### src/rtl/cosim_cmd_engine_if.sv
// rtl/cosim_cmd_engine_if.sv - UART-side byte link (rx command bytes in, tx response bytes out)
interface cosim_cmd_engine_if;
  logic [7:0] rx_data_i;
  logic       rx_valid_i;
  logic       rx_ready_o;
  logic [7:0] tx_data_o;
  logic       tx_valid_o;
  logic       tx_ready_i;

  modport slave (
    input  rx_data_i, rx_valid_i, tx_ready_i,
    output rx_ready_o, tx_data_o, tx_valid_o
  );

  modport master (
    output rx_data_i, rx_valid_i, tx_ready_i,
    input  rx_ready_o, tx_data_o, tx_valid_o
  );
endinterface

### src/rtl/cosim_cmd_engine.sv
// rtl/cosim_cmd_engine.sv - Byte-command engine driving loader FIFOs, start, PMU reads and idle polling
module cosim_cmd_engine #(
  parameter int CORE_COUNT   = 16,
  parameter int AXI_ID_WIDTH = 5,
  parameter int PMU_ADDR_W   = 5,
  parameter int PMU_DATA_W   = 64,
  parameter int PMU_LAT      = 1
) (
  input  logic                                   clk_i,
  input  logic                                   arst_i,
  cosim_cmd_engine_if.slave                      link,
  output logic [CORE_COUNT-1:0][PMU_ADDR_W-1:0]   pmu_addr_o,
  input  logic [CORE_COUNT-1:0][PMU_DATA_W-1:0]   pmu_data_i,
  output logic [7:0]                             req_depth_o,
  output logic [CORE_COUNT-1:0][AXI_ID_WIDTH-1:0] id_o,
  output logic [CORE_COUNT-1:0]                  write_o,
  output logic [CORE_COUNT-1:0][7:0]             axlen_o,
  output logic [CORE_COUNT-1:0]                  fifo_push_o,
  output logic                                   start_o,
  input  logic [CORE_COUNT-1:0]                  idle_i
);
  localparam int IDLE_BYTES = (CORE_COUNT + 7) / 8;
  localparam int PMU_BYTES  = PMU_DATA_W / 8;
  localparam int RSP_BYTES  = (PMU_BYTES > IDLE_BYTES) ? PMU_BYTES : IDLE_BYTES;
  localparam int RSP_W      = RSP_BYTES * 8;
  localparam int CNT_W      = $clog2(RSP_BYTES + 1);

  localparam logic [2:0] S_IDLE     = 3'd0;
  localparam logic [2:0] S_ARGS     = 3'd1;
  localparam logic [2:0] S_EXEC     = 3'd2;
  localparam logic [2:0] S_PMU_WAIT = 3'd3;
  localparam logic [2:0] S_SEND     = 3'd4;

  localparam logic [7:0] OP_SET_DEPTH = 8'h01;
  localparam logic [7:0] OP_PUSH      = 8'h02;
  localparam logic [7:0] OP_START     = 8'h03;
  localparam logic [7:0] OP_READ_PMU  = 8'h04;
  localparam logic [7:0] OP_POLL_IDLE = 8'h05;
  localparam logic [7:0] RSP_ACK      = 8'hA5;
  localparam logic [7:0] RSP_NAK      = 8'hEE;
  localparam logic [7:0] CORE_BCAST   = 8'hFF;

  logic [2:0]            state;
  logic [7:0]            opcode;
  logic [3:0][7:0]       args;
  logic [1:0]            arg_idx;
  logic [1:0]            arg_last;
  logic [2:0]            wait_cnt;
  logic [7:0]            pmu_core;
  logic [RSP_W-1:0]      rsp_shift;
  logic [CNT_W-1:0]      rsp_cnt;
  logic                  tx_valid;
  logic [CORE_COUNT-1:0] push_pend;
  logic [PMU_DATA_W-1:0] pmu_sel;
  logic                  core_ok;
  logic                  bcast;
  logic                  unused_arg_bits;

  function automatic logic [2:0] arg_count(input logic [7:0] op);
    case (op)
      OP_SET_DEPTH: arg_count = 3'd1;
      OP_PUSH:      arg_count = 3'd4;
      OP_READ_PMU:  arg_count = 3'd2;
      default:      arg_count = 3'd0;
    endcase
  endfunction

  function automatic logic op_known(input logic [7:0] op);
    op_known = (op >= OP_SET_DEPTH) && (op <= OP_POLL_IDLE);
  endfunction

  assign core_ok         = int'(args[0]) < CORE_COUNT;
  assign bcast           = args[0] == CORE_BCAST;
  assign unused_arg_bits = ^{args[1], args[2]};

  assign link.rx_ready_o = !arst_i && ((state == S_IDLE) || (state == S_ARGS));
  assign link.tx_valid_o = tx_valid;
  assign link.tx_data_o  = rsp_shift[7:0];

  always_comb begin
    pmu_sel = '0;
    for (int i = 0; i < CORE_COUNT; i++) begin
      if (pmu_core == 8'(i)) pmu_sel = pmu_data_i[i];
    end
  end

  always_ff @(posedge clk_i or posedge arst_i) begin
    if (arst_i) begin
      state       <= S_IDLE;
      opcode      <= '0;
      args        <= '0;
      arg_idx     <= '0;
      arg_last    <= '0;
      wait_cnt    <= '0;
      pmu_core    <= '0;
      rsp_shift   <= '0;
      rsp_cnt     <= '0;
      tx_valid    <= 1'b0;
      push_pend   <= '0;
      pmu_addr_o  <= '0;
      req_depth_o <= '0;
      id_o        <= '0;
      write_o     <= '0;
      axlen_o     <= '0;
      fifo_push_o <= '0;
      start_o     <= 1'b0;
    end else begin
      // Push strobe trails the register load by one cycle so loaders see stable data.
      push_pend   <= '0;
      fifo_push_o <= push_pend;
      start_o     <= 1'b0;

      case (state)
        S_IDLE: begin
          if (link.rx_valid_i) begin
            opcode  <= link.rx_data_i;
            arg_idx <= '0;
            if (!op_known(link.rx_data_i)) begin
              rsp_shift <= RSP_W'(RSP_NAK);
              rsp_cnt   <= CNT_W'(1);
              state     <= S_SEND;
            end else if (arg_count(link.rx_data_i) == 3'd0) begin
              state <= S_EXEC;
            end else begin
              arg_last <= 2'(arg_count(link.rx_data_i) - 3'd1);
              state    <= S_ARGS;
            end
          end
        end

        S_ARGS: begin
          if (link.rx_valid_i) begin
            args[arg_idx] <= link.rx_data_i;
            arg_idx       <= arg_idx + 2'd1;
            if (arg_idx == arg_last) state <= S_EXEC;
          end
        end

        S_EXEC: begin
          rsp_shift <= RSP_W'(RSP_ACK);
          rsp_cnt   <= CNT_W'(1);
          state     <= S_SEND;
          case (opcode)
            OP_SET_DEPTH: req_depth_o <= args[0];
            OP_PUSH: begin
              if (bcast || core_ok) begin
                for (int i = 0; i < CORE_COUNT; i++) begin
                  if (bcast || (args[0] == 8'(i))) begin
                    id_o[i]      <= args[1][AXI_ID_WIDTH-1:0];
                    write_o[i]   <= args[2][0];
                    axlen_o[i]   <= args[3];
                    push_pend[i] <= 1'b1;
                  end
                end
              end else begin
                rsp_shift <= RSP_W'(RSP_NAK);
              end
            end
            OP_START: start_o <= 1'b1;
            OP_READ_PMU: begin
              if (core_ok) begin
                for (int i = 0; i < CORE_COUNT; i++) begin
                  if (args[0] == 8'(i)) pmu_addr_o[i] <= args[1][PMU_ADDR_W-1:0];
                end
                pmu_core <= args[0];
                wait_cnt <= '0;
                state    <= S_PMU_WAIT;
              end else begin
                rsp_shift <= RSP_W'(RSP_NAK);
              end
            end
            default: begin
              rsp_shift <= RSP_W'(idle_i);
              rsp_cnt   <= CNT_W'(IDLE_BYTES);
            end
          endcase
        end

        S_PMU_WAIT: begin
          if (wait_cnt == 3'(PMU_LAT)) begin
            rsp_shift <= RSP_W'(pmu_sel);
            rsp_cnt   <= CNT_W'(PMU_BYTES);
            state     <= S_SEND;
          end else begin
            wait_cnt <= wait_cnt + 3'd1;
          end
        end

        S_SEND: begin
          if (!tx_valid) begin
            tx_valid <= 1'b1;
          end else if (link.tx_ready_i) begin
            rsp_shift <= rsp_shift >> 8;
            rsp_cnt   <= rsp_cnt - CNT_W'(1);
            if (rsp_cnt == CNT_W'(1)) begin
              tx_valid <= 1'b0;
              state    <= S_IDLE;
            end
          end
        end

        default: state <= S_IDLE;
      endcase
    end
  end
endmodule

### src/flat_wrapper.sv
// flat-port wrapper written by rule: the top's interface ports become plain ports
module cosim_cmd_engine_flat 
#(
  parameter int CORE_COUNT   = 16,
  parameter int AXI_ID_WIDTH = 5,
  parameter int PMU_ADDR_W   = 5,
  parameter int PMU_DATA_W   = 64,
  parameter int PMU_LAT      = 1
)
  (clk_i, arst_i, pmu_addr_o, pmu_data_i, req_depth_o, id_o, write_o, axlen_o, fifo_push_o, start_o, idle_i, link_rx_data_i, link_rx_valid_i, link_tx_ready_i, link_rx_ready_o, link_tx_data_o, link_tx_valid_o);
  cosim_cmd_engine_if link_i ();
  input  logic clk_i;
  input  logic arst_i;
  output logic [CORE_COUNT-1:0][PMU_ADDR_W-1:0] pmu_addr_o;
  input  logic [CORE_COUNT-1:0][PMU_DATA_W-1:0] pmu_data_i;
  output logic [7:0] req_depth_o;
  output logic [CORE_COUNT-1:0][AXI_ID_WIDTH-1:0] id_o;
  output logic [CORE_COUNT-1:0] write_o;
  output logic [CORE_COUNT-1:0][7:0] axlen_o;
  output logic [CORE_COUNT-1:0] fifo_push_o;
  output logic start_o;
  input  logic [CORE_COUNT-1:0] idle_i;
  input wire logic [$bits(link_i.rx_data_i)-1:0] link_rx_data_i;
  input wire logic [$bits(link_i.rx_valid_i)-1:0] link_rx_valid_i;
  input wire logic [$bits(link_i.tx_ready_i)-1:0] link_tx_ready_i;
  output wire logic [$bits(link_i.rx_ready_o)-1:0] link_rx_ready_o;
  output wire logic [$bits(link_i.tx_data_o)-1:0] link_tx_data_o;
  output wire logic [$bits(link_i.tx_valid_o)-1:0] link_tx_valid_o;
  assign link_i.rx_data_i = link_rx_data_i;
  assign link_i.rx_valid_i = link_rx_valid_i;
  assign link_i.tx_ready_i = link_tx_ready_i;
  assign link_rx_ready_o = link_i.rx_ready_o;
  assign link_tx_data_o = link_i.tx_data_o;
  assign link_tx_valid_o = link_i.tx_valid_o;
  cosim_cmd_engine #(.CORE_COUNT(CORE_COUNT), .AXI_ID_WIDTH(AXI_ID_WIDTH), .PMU_ADDR_W(PMU_ADDR_W), .PMU_DATA_W(PMU_DATA_W), .PMU_LAT(PMU_LAT)) u_core (.clk_i(clk_i), .arst_i(arst_i), .link(link_i), .pmu_addr_o(pmu_addr_o), .pmu_data_i(pmu_data_i), .req_depth_o(req_depth_o), .id_o(id_o), .write_o(write_o), .axlen_o(axlen_o), .fifo_push_o(fifo_push_o), .start_o(start_o), .idle_i(idle_i));
endmodule
### config.mk
export PLATFORM = sky130hd
export DESIGN_NAME = cosim_cmd_engine_flat
export DESIGN_NICKNAME = d
export VERILOG_FILES = /design/src/rtl/cosim_cmd_engine_if.sv /design/src/rtl/cosim_cmd_engine.sv /design/src/flat_wrapper.sv
export SDC_FILE = /design/constraint.sdc
export NUM_CORES = 2
export LEC_CHECK = 0
export CAP_MARGIN = 20
export CORE_AREA = 3 3 542 544
export DETAILED_ROUTE_END_ITERATION = 10
export DIE_AREA = 0 0 545 547
export GPL_ROUTABILITY_DRIVEN = 1
export GPL_TIMING_DRIVEN = 0
export MAX_ROUTING_LAYER = met4
export SETUP_SLACK_MARGIN = 0.3
export SLEW_MARGIN = 20
export SYNTH_ARGS = -nofsm -noshare
export SYNTH_HDL_FRONTEND = slang
export SYNTH_SLANG_ARGS = --single-unit
export TNS_END_PERCENT = 30
### constraint.sdc
create_clock -name clk_i -period 23.2 [get_ports clk_i]
set_input_delay 4.64 -clock clk_i [delete_from_list [all_inputs] [get_ports clk_i]]
set_output_delay 4.64 -clock clk_i [all_outputs]
set_load 0.02 [all_outputs]
==> run metrics <==
largest family of logic cells by synthesized area multiplexers; Cell Area, Synth roughly 28000 µm²; Synth Area in Simple Gates 9.33%; CTS sink count around 460; worst path cell trace clkdlybuf4s50_1, nor2_1, clkdlybuf4s50_1; syn_area_per_cell slightly above 10 µm²; routability-driven placement congestion ratio 0.983; Tcrit/Tclk final 45.9%; slowest stage cell, crit path clkdlybuf4s50_1; TritonCTS clock tree built; CP Capture Type primary output; initial antenna violation count ~310; Synth Net Count 3745; setup violators final 0; Overflow after GRT 0; Post-DP HPWL 318000 µm; adder-cell share of the synthesized area 0.409%; Vias/cell 4.09; status finished clean; worst min path class reg2reg; H-tree lvl count 2; CTS root buf clkbuf_16; CTS Buf Count 54; Worst-Margin Slew 1.23 ns; Worst R2R End u_core.rsp_shift[4]; Reg2Reg Setup Slack 17.34 ns; cell-internal power 1.61 mW; number of port buffers 1388; Critical Path Sink link_rx_ready_o; clock-pin slew on the worst setup and hold paths 0.06 ns; cell mode on critical path clkdlybuf4s50_1; Initial Util 9.49%; Main synth FF type dfrtp_1; Yosys top cell by area dfrtp_1; most common cell after layout, fill and taps aside clkdlybuf4s50_1; P&R area growth vs syn 83.7%; Ys Warns 0; launching point of the worst reg2reg path u_core.pmu_core[1]; Critical path origin arst_i; Fmax 93.9 MHz; initial DRC count 3528; Slew HR 18.0%; register area about 12000 µm²; Reg2Reg Depth 10; worst skew pair latency 0.70 ns; Hold Path Cell Cnt 0; number of max-cap violations 0; CP Data Arrival Time 6.01 ns; via count 34.1k; Startpoint Class primary input; asr flop ratio synth 100%; Crit Path Category in2out; Comb power frac 22.2%; Overall Power roughly 2.3 mW; CP max stage delay 0.63 ns; P_leak 19.3 nW; Pre-antenna DRT Iters 8; most frequent cells in the layout clkdlybuf4s50_1 (1388), dfrtp_1 (462), mux2_2 (386); Sw Pwr approximately 0.67 mW; worst vdd ir 0.0618 mV; first-pass GRT wire length 434000 µm; complex-gate fraction of the synthesized area between 20% and 30%; switch share 29.4%; Seq cells post-synth roughly 460; Layout Nets 5281; core footprint between 200000 and 300000 µm²; die area 298000 µm²; Final Hold Viols 0; FILL cells ~32k; Syn Inst Count 2684; Max clock buf depth 3; clk_skew around 0.086 ns; Site Rows 198; number of synthesized flops with an enable pin 0; clock period minus worst slack 10.65 ns; Final Max Slew Viols 0; setup bufs post-CTS 0; CTS Hold Bufs 0; sequential area share after synthesis a little over two fifths; Ports approximately 1.4k; final WL approximately 360000 µm; mux contribution to synthesized area 23.7%; Chip Height 547 µm; footprint of the multi-input gates 15100 µm²; synth unique cells 76; Req. time, crit path about 19 ns; vias in the first global route 33.7k; RSZ-0062 raised after global routing false; Die W 545 µm; Clk pwr share 41.0%; drc violations 0; power per cell area 45.1 nW/µm²; routed len/inst 43.5 µm; Total GRT Usage between 20 and 25%; PostCTS Resize Cnt 0; Crit Path Max Fanout 2; Hold Slack 0.348 ns; ranking of synthesized cells by area dfrtp_1 (42%), mux2_2 (16%), mux4_2 (4.6%); pin count of the biggest net entering global routing 108; Routed Antenna Nets 0; sequential share of power 36.8%; share of layout cells above drive strength 1 19.5%; Post-Synth XOR/XNOR Area 0.0954%; Synth top area share 42.0%
## worst min path at each step
stage / endpoint / slack (ns) / from
floorplan: u_core.fifo_push_o[0] / 0.33 / u_core.push_pend[0]
CTS: u_core.fifo_push_o[2] / 0.35 / u_core.push_pend[2]
global route: u_core.fifo_push_o[2] / 0.35 / u_core.push_pend[2]
global placement: u_core.fifo_push_o[0] / 0.33 / u_core.push_pend[0]
detailed placement: u_core.fifo_push_o[2] / 0.33 / u_core.push_pend[2]
finish: u_core.fifo_push_o[2] / 0.35 / u_core.push_pend[2]
## cells in the mapped netlist, drive strengths merged (48+ instances only)
library cell / count
clkbuf: 166
dfrtp: 462
mux2i: 81
o21ai: 223
nor3: 48
mux4: 56
a22oi: 83
buf: 92
nand3: 56
nand2: 150
nor2: 186
a21oi: 172
o22ai: 59
mux2: 393
## critical path, delay by kind of cell
| kind | cells | cell delay (ns) |
|---|---|---|
| buffers and inverters | 2 | 1.16 |
| and+or+nand+nor | 1 | 0.20 |
## logic make-up (layout without fill, tap and decap cells)
kind of cell             count (synthesis)  count (layout)
AO/OA/AOI/OAI                          843             843
AND/OR/NAND/NOR                        549             549
multiplexers                           530             530
flip-flops                             462             462
buffers and inverters                  288            1870
adder cells (fa/ha/maj)                  9               9
XOR/XNOR                                 3               3
other                                    0             172
## sequential cells by signal (all words and copies together) (netlist names)
register and count:
u_core.rsp_cnt 4, u_core.write_o 16, u_core.args 22, u_core.arg_idx 2
u_core.push_pend 16, u_core.pmu_addr_o 80, u_core.arg_last 2, u_core.link.tx_valid_o 1
u_core.rsp_shift 64, u_core.wait_cnt 3, u_core.req_depth_o 8, u_core.id_o 80
u_core.pmu_core 8, u_core.axlen_o 128, u_core.fifo_push_o 16, u_core.opcode 8
u_core.state 3, u_core.start_o 1
## final cells by class
| class | instances | area share [%] |
|---|---|---|
| well taps | 3900 | 9.65 |
| inverters | 30 | 0.238 |
| plain buffers | 258 | 2.29 |
| clock inverters | 28 | 0.713 |
| clock buffers | 74 | 3.12 |
| multi-input cells | 1934 | 29.8 |
| repair buffers | 1480 | 30.5 |
| diodes | 172 | 0.851 |
| flip-flops and latches | 462 | 22.9 |
## per-stage QoR
| stage | utilization [%] | instances | area, µm² | setup WS, ns | TNS, ns |
|---|---|---|---|---|---|
| finish | 17.4 | 8338 | 50600 | 12.55 | 0 |
| CTS | 17.3 | 8165 | 50100 | 12.55 | 0 |
| global placement | 16.0 | 7972 | 46300 | -0.677 | -203.68 |
| detailed placement | 16.6 | 8063 | 48200 | 12.56 | 0 |
| global route | 17.4 | 8300 | 50500 | 12.52 | 0 |
| floorplan | - | 2684 | 27500 | 5.68 | 0 |
## layer usage
metal	routed length (µm)	track usage, %
met1	117000	22.8
met2	191000	43.8
met3	23800	4.59
met4	30800	16.4
met5	0	-
## power groups by stage
stage / clock (mW) / combinational, mW / sequential (mW)
floorplan: 0 / 0.147 / 0.849
global placement: 0 / 0.489 / 0.855
detailed placement: 0 / 0.504 / 0.855
CTS: 0.955 / 0.506 / 0.841
global route: 0.988 / 0.524 / 0.842
finish: 0.935 / 0.506 / 0.841
Power figures use the tool's default switching activity.
